`config.mk`:
```
export PLATFORM = sky130hd
export DESIGN_NAME = fetch_control
export DESIGN_NICKNAME = d
export VERILOG_FILES = /design/src/rtl/fetch_control.sv
export SDC_FILE = /design/constraint.sdc
export NUM_CORES = 1
export LEC_CHECK = 0
export CORE_UTILIZATION = 47
export CTS_CLUSTER_SIZE = 14
export DETAILED_ROUTE_END_ITERATION = 12
export PLACE_DENSITY = 0.81
export SYNTH_ARGS = -nofsm -noshare
export SYNTH_HDL_FRONTEND = slang
export SYNTH_SLANG_ARGS = --single-unit
```
`constraint.sdc`:
```
create_clock -name f_clk -period 2.5 [get_ports f_clk]
set_input_delay 0.25 -clock f_clk [delete_from_list [all_inputs] [get_ports f_clk]]
set_output_delay 0.25 -clock f_clk [all_outputs]
set_load 0.01 [all_outputs]
```
`src/rtl/fetch_control.sv`:
```
// fetch_control: sequencer for the 8-bit fetch unit.
//   Boots the fetch unit on go_i, then holds it in RUN, parks it in WAIT on
//   hazard/imem back-pressure, inserts FLUSH bubbles after taken branches and
//   stops in DONE on a decoded HALT (or ERROR when the stall watchdog trips).
//
// State table:
//   state   | meaning
//   IDLE    | out of reset, fetch unit frozen, waiting for go_i
//   BOOT    | one-cycle start pulse to the fetch unit at boot_addr_i
//   RUN     | fetching; branches forwarded to the fetch unit
//   WAIT    | fetch frozen by stall_i or !imem_ready_i; watchdog counting
//   FLUSH   | bubble cycles after a taken branch
//   DONE    | HALT retired; counters and halt_pc_o held
//   ERROR   | watchdog expired; counters and halt_pc_o held
//
// Ports:
//   f_clk, f_rst_n          clock, async active-low reset
//   go_i, boot_addr_i       boot request and boot PC
//   imem_ready_i, stall_i   fetch back-pressure
//   br_valid_i/taken/target branch resolution
//   halt_instr_i, pc_i      decoded HALT and current PC
//   start_o, start_addr_o   fetch unit start
//   halt_o                  fetch unit freeze
//   branch_o/taken_o/target_o  redirect to fetch unit
//   running_o/done_o/error_o   status
//   halt_pc_o               PC captured on HALT or watchdog trip
//   cycle_cnt_o/instr_cnt_o saturating activity counters
module fetch_control #(
  parameter int CNT_W     = 16,
  parameter int STALL_MAX = 64,
  parameter int FLUSH_CYC = 1
) (
  input  logic             f_clk,
  input  logic             f_rst_n,
  input  logic             go_i,
  input  logic [7:0]       boot_addr_i,
  input  logic             imem_ready_i,
  input  logic             stall_i,
  input  logic             br_valid_i,
  input  logic             br_taken_i,
  input  logic [7:0]       br_target_i,
  input  logic             halt_instr_i,
  input  logic [7:0]       pc_i,
  output logic             start_o,
  output logic [7:0]       start_addr_o,
  output logic             halt_o,
  output logic             branch_o,
  output logic             taken_o,
  output logic [7:0]       target_o,
  output logic             running_o,
  output logic             done_o,
  output logic             error_o,
  output logic [7:0]       halt_pc_o,
  output logic [CNT_W-1:0] cycle_cnt_o,
  output logic [CNT_W-1:0] instr_cnt_o
);

  localparam logic [2:0] S_IDLE  = 3'd0;
  localparam logic [2:0] S_BOOT  = 3'd1;
  localparam logic [2:0] S_RUN   = 3'd2;
  localparam logic [2:0] S_WAIT  = 3'd3;
  localparam logic [2:0] S_FLUSH = 3'd4;
  localparam logic [2:0] S_DONE  = 3'd5;
  localparam logic [2:0] S_ERROR = 3'd6;

  localparam logic [CNT_W-1:0] CNT_MAX    = '1;
  localparam logic [7:0]       WD_MAX     = 8'(STALL_MAX);
  localparam logic [1:0]       FLUSH_INIT = 2'(FLUSH_CYC);

  logic [2:0]       state_q, state_d;
  logic [7:0]       wd_q, wd_d;
  logic [1:0]       fc_q, fc_d;
  logic [7:0]       halt_pc_q, halt_pc_d;
  logic [CNT_W-1:0] cycle_q, instr_q;
  logic             clear_cnt, cyc_inc, instr_inc;
  logic             fetch_ok;

  assign fetch_ok = imem_ready_i & ~stall_i;

  always_comb begin
    start_o      = 1'b0;
    start_addr_o = boot_addr_i;
    halt_o       = 1'b1;
    branch_o     = 1'b0;
    taken_o      = 1'b0;
    target_o     = br_target_i;
    state_d      = state_q;
    wd_d         = wd_q;
    fc_d         = fc_q;
    halt_pc_d    = halt_pc_q;
    clear_cnt    = 1'b0;
    cyc_inc      = 1'b0;
    instr_inc    = 1'b0;
    case (state_q)
      S_IDLE, S_DONE, S_ERROR: begin
        if (go_i) begin
          state_d   = S_BOOT;
          clear_cnt = 1'b1;
          halt_pc_d = 8'h00;
        end
      end
      S_BOOT: begin
        start_o = 1'b1;
        halt_o  = 1'b0;
        state_d = S_RUN;
      end
      S_RUN: begin
        cyc_inc = 1'b1;
        if (halt_instr_i) begin
          state_d   = S_DONE;
          halt_pc_d = pc_i;
        end else if (!fetch_ok) begin
          // a branch arriving with a stall is dropped; the resolver holds it
          state_d = S_WAIT;
          wd_d    = 8'd1;
        end else begin
          halt_o    = 1'b0;
          instr_inc = 1'b1;
          if (br_valid_i) begin
            branch_o = 1'b1;
            taken_o  = br_taken_i;
            if (br_taken_i && (FLUSH_CYC != 0)) begin
              state_d = S_FLUSH;
              fc_d    = FLUSH_INIT;
            end
          end
        end
      end
      S_WAIT: begin
        cyc_inc = 1'b1;
        if (halt_instr_i) begin
          state_d   = S_DONE;
          halt_pc_d = pc_i;
          wd_d      = 8'd0;
        end else if (fetch_ok) begin
          state_d = S_RUN;
          wd_d    = 8'd0;
        end else if (wd_q >= WD_MAX) begin
          state_d   = S_ERROR;
          halt_pc_d = pc_i;
          wd_d      = 8'd0;
        end else begin
          wd_d = wd_q + 8'd1;
        end
      end
      S_FLUSH: begin
        cyc_inc = 1'b1;
        if (fc_q <= 2'd1) begin
          state_d = S_RUN;
          fc_d    = 2'd0;
        end else begin
          fc_d = fc_q - 2'd1;
        end
      end
      default: state_d = S_IDLE;
    endcase
  end

  always_ff @(posedge f_clk or negedge f_rst_n) begin
    if (!f_rst_n) begin
      state_q   <= S_IDLE;
      wd_q      <= 8'd0;
      fc_q      <= 2'd0;
      halt_pc_q <= 8'd0;
      cycle_q   <= '0;
      instr_q   <= '0;
    end else begin
      state_q   <= state_d;
      wd_q      <= wd_d;
      fc_q      <= fc_d;
      halt_pc_q <= halt_pc_d;
      if (clear_cnt) begin
        cycle_q <= '0;
        instr_q <= '0;
      end else begin
        if (cyc_inc && (cycle_q != CNT_MAX))
          cycle_q <= cycle_q + 1'b1;
        if (instr_inc && (instr_q != CNT_MAX))
          instr_q <= instr_q + 1'b1;
      end
    end
  end

  assign running_o   = (state_q == S_RUN) | (state_q == S_WAIT) | (state_q == S_FLUSH);
  assign done_o      = (state_q == S_DONE);
  assign error_o     = (state_q == S_ERROR);
  assign halt_pc_o   = halt_pc_q;
  assign cycle_cnt_o = cycle_q;
  assign instr_cnt_o = instr_q;

endmodule

```
==> results.toml <==
[outcome]
run_status = "complete, no violations"

[layout]
final_core_utilization = 0.604
num_antenna_cells = 0
leading_cell_types_in_the_layout_fill_and_taps_excluded = "60 x sky130_fd_sc_hd__clkdlybuf4s50_1, 53 x sky130_fd_sc_hd__dfrtp_1, 34 x sky130_fd_sc_hd__nand2_1"
final_net_count = 411
finalInstanceArea_mm2 = 0.00381
layout_commonest_cell = "sky130_fd_sc_hd__clkdlybuf4s50_1"
synthesis_to_layout_area_growth_pct = 24.5
layout-drive-gt1-share = 0.0981
post_layout_nonfiller_instances = 454

[timing]
finalSetupViolCount = 0
timing_worst_slew_pin_value_ns = 0.619
timing.final.crit_period_ns = 2.45
hold_viol_final = 0
slew_headroom = 0.587
post_route_setup_tns_ns = 0
timing_max_transition_violations_final = 0
rsz_0062_raised_after_global_routing = "no"
period_utilization_post_route = 0.981
final_critical_path_setup_slack_ns = 0.0467
maxClockFrequency_mhz = 408
finalClockSkew_ns = 0.00705

[worst_hold_path]
worstHoldPathCells = 3
hold-path-endpoint = "halt_pc_o[7]$_DFFE_PN0P_"
hold_path_class = "input pin to flop"
holdCritStartpoint = "pc_i[7]"

[placement]
dpl.cell_count = 445
place_worst_setup_slack_ns = 0.0688
placed_area_mm2 = 0.00368
dp.final_hpwl_um = 4580
portBuffers = 62
routability_cong = 0.829

[critical_path]
crit-reg2reg-capture = "instr_cnt_o[13]$_DFFE_PN0P_"
r2r-start = "state_q[2]$_DFFE_PN0P_"
worstSetupStartpointType = "input pin"
timing.critical_path.mode_cell = "sky130_fd_sc_hd__clkdlybuf4s50_1"
critical_path_buf_inv_count = 2
critical_path_class = "input pin to primary output"
crit_chain = "clkdlybuf4s50_1 -> nand2b_4 -> or4_4 -> nor2_1 -> clkdlybuf4s50_1"
timing.reg2reg.setup_slack_ns = 0.54
cp.arrival_ns = 2.20
worst-path-max-fanout = 4
cpPeakStageDelay_ns = 0.60
worst_setup_path_end_kind = "primary output"
path_delay_family = "buffers and inverters"
critical_path_required_ns = 2.25
timing.critical_path.slowest_stage_cell = "sky130_fd_sc_hd__clkdlybuf4s50_1"
ff2ff_path_depth = 6

[synth]
yosys_register_bits = 53
post_synthesis_instance_area_mm2 = 0.00306
postSynthCellCount = 324
yosysWarningCount = 0
postSynth.asyncResetShare = 1.00
post-synth-top-area-cell = "sky130_fd_sc_hd__dfrtp_1"
synth.avg_cell_area_um2 = 9.45
synth_cell_types = 56
syn-num-nets = 359
seq_area_frac_synth = 0.433
synth_top_flop_cell = "sky130_fd_sc_hd__dfrtp_1"
number_of_synthesized_flops_with_an_enable_pin = 0
post_synth_main_area_contributors = "sky130_fd_sc_hd__dfrtp_1 43%, sky130_fd_sc_hd__mux2i_1 5.9%, sky130_fd_sc_hd__xnor2_1 5.1%"
synth_largest_type_area_fraction = 0.433

[floorplanning]
design.core.area_mm2 = 0.00631
die_h_um = 82.7
die-width_um = 82.7
die-area_mm2 = 0.00684
io_pins = 95
floorplan_row_count = 29
start_util = 0.485

[cts]
tritoncts_num_sinks = 53
clock_tree.root_cell = "sky130_fd_sc_hd__clkbuf_8"
cts_setup_buffers = 0
clk_transition_reported_paths_ns = 0.09
tritoncts = "built"
htree_num_levels = 2
clk-insertion-delay-late_ns = 0.31
numCtsBuffers = 5
ctsLongestPathBuffers = 2

[detailed_routing]
total_via_count_after_detailed_routing = 2510
drt_pass1_iterations = 5
post_detailed_route_drc_marker_count = 0
drt_wl_total_um = 6250
number_of_design_rule_violations_left_by_the_first_detailed_router_iteration = 129
detail_route.wl_per_cell_um = 13.8
antenna_left = 0
routed_via_density = 5.53

[power]
power_leakage_nw = 1.61
power-per-cell-area_mw_per_mm2 = 792
power.ir.vdd_worst_mv = 0.416

[global_routing]
grt_pass1_wl_um = 10400
globalRouteTotalUtil = 0.197
globalRoute.totalOverflow = 0
antenna_found_initial = 0
grt_max_degree = 29
first_global_vias = 2283

[flow_run]
drv_cap = 0
-- worst max path at each step --
| stage | from | end | depth (start not counted) |
|---|---|---|---|
| finish | imem_ready_i | taken_o | 5 |
| global route | imem_ready_i | taken_o | 5 |
| CTS | imem_ready_i | taken_o | 5 |
| detailed placement | imem_ready_i | branch_o | 6 |
| global placement | imem_ready_i | taken_o | 5 |
| floorplan | instr_cnt_o[8]$_DFFE_PN0P_ | instr_cnt_o[15]$_DFFE_PN0P_ | 5 |
-- metal layers --
layer,vias to the layer above,GRT usage,part of all wire
met4,0,0.0448,0.0075
met3,9,0.0396,0.045
met5,-,0,0
li1,1220,-,-
met1,1228,0.257,0.46
met2,53,0.337,0.49
-- Yosys cell counts, drive strengths merged, types with 4 or more instances --
cell and number:
dfrtp 53, nand2 34, nor2 27, buf 21
inv 20, mux2i 18, xnor2 18, nand3 15
nor3 13, o21ai 12, a21oi 10, nand4 9
clkbuf 7, nor2b 7, and3 4, nor4 4
-- sequential cells by signal, summed over array words and instances (netlist names) --
register and count:
halt_pc_o 8, fc_q 2, cycle_cnt_o 16, wd_q 8
instr_cnt_o 16, state_q 3
-- final cells by class --
type                            count  area (um^2)
Clock inverter                      1         30.0
Fill cell                         554         2500
Tap cell                           77         96.3
Multi-Input combinational cell    223         1480
Timing Repair Buffer               73          716
Sequential cell                    53         1330
Inverter                           20         75.1
Clock buffer                        7         86.3
-- tightest hold or removal path, cell delays in order --
cell and delay [ns]:
sky130_fd_sc_hd__clkdlybuf4s50_1 0.40, sky130_fd_sc_hd__nand2_1 0.06, sky130_fd_sc_hd__mux2i_1 0.06
-- stage by stage --
step | total power (W) | hold WS (ns)
floorplan | 0.00195 | -0.0456
global placement | 0.00239 | 0.299
detailed placement | 0.00243 | 0.296
CTS | 0.00304 | 0.489
global route | 0.00323 | 0.490
finish | 0.00302 | 0.485
-- what timing repair did --
action / CTS / global route
hold buffers: 1 / 0
endpoints found under the setup margin: 0 / 1
resized for setup: 0 / 1
endpoints found under the hold margin: 25 / 0
-- logic make-up (layout without fill, tap and decap cells) --
| group | count (synthesis) | in the layout | share of synthesized area |
|---|---|---|---|
| xor+xnor | 19 | 19 | 0.0543 |
| flops | 53 | 53 | 0.433 |
| buf+inv | 48 | 101 | 0.0829 |
| compound gates | 50 | 50 | 0.121 |
| fa+ha+maj | 3 | 3 | 0.0123 |
| simple gates | 132 | 132 | 0.234 |
| mux | 19 | 19 | 0.0625 |
-- report_power, final --
group,switching (W),internal [W]
clock,0.000278,0.000327
combinational,0.000671,0.000612
sequential,0.000121,0.00101
total,0.00107,0.00195
(Power assumes the default switching activity.)
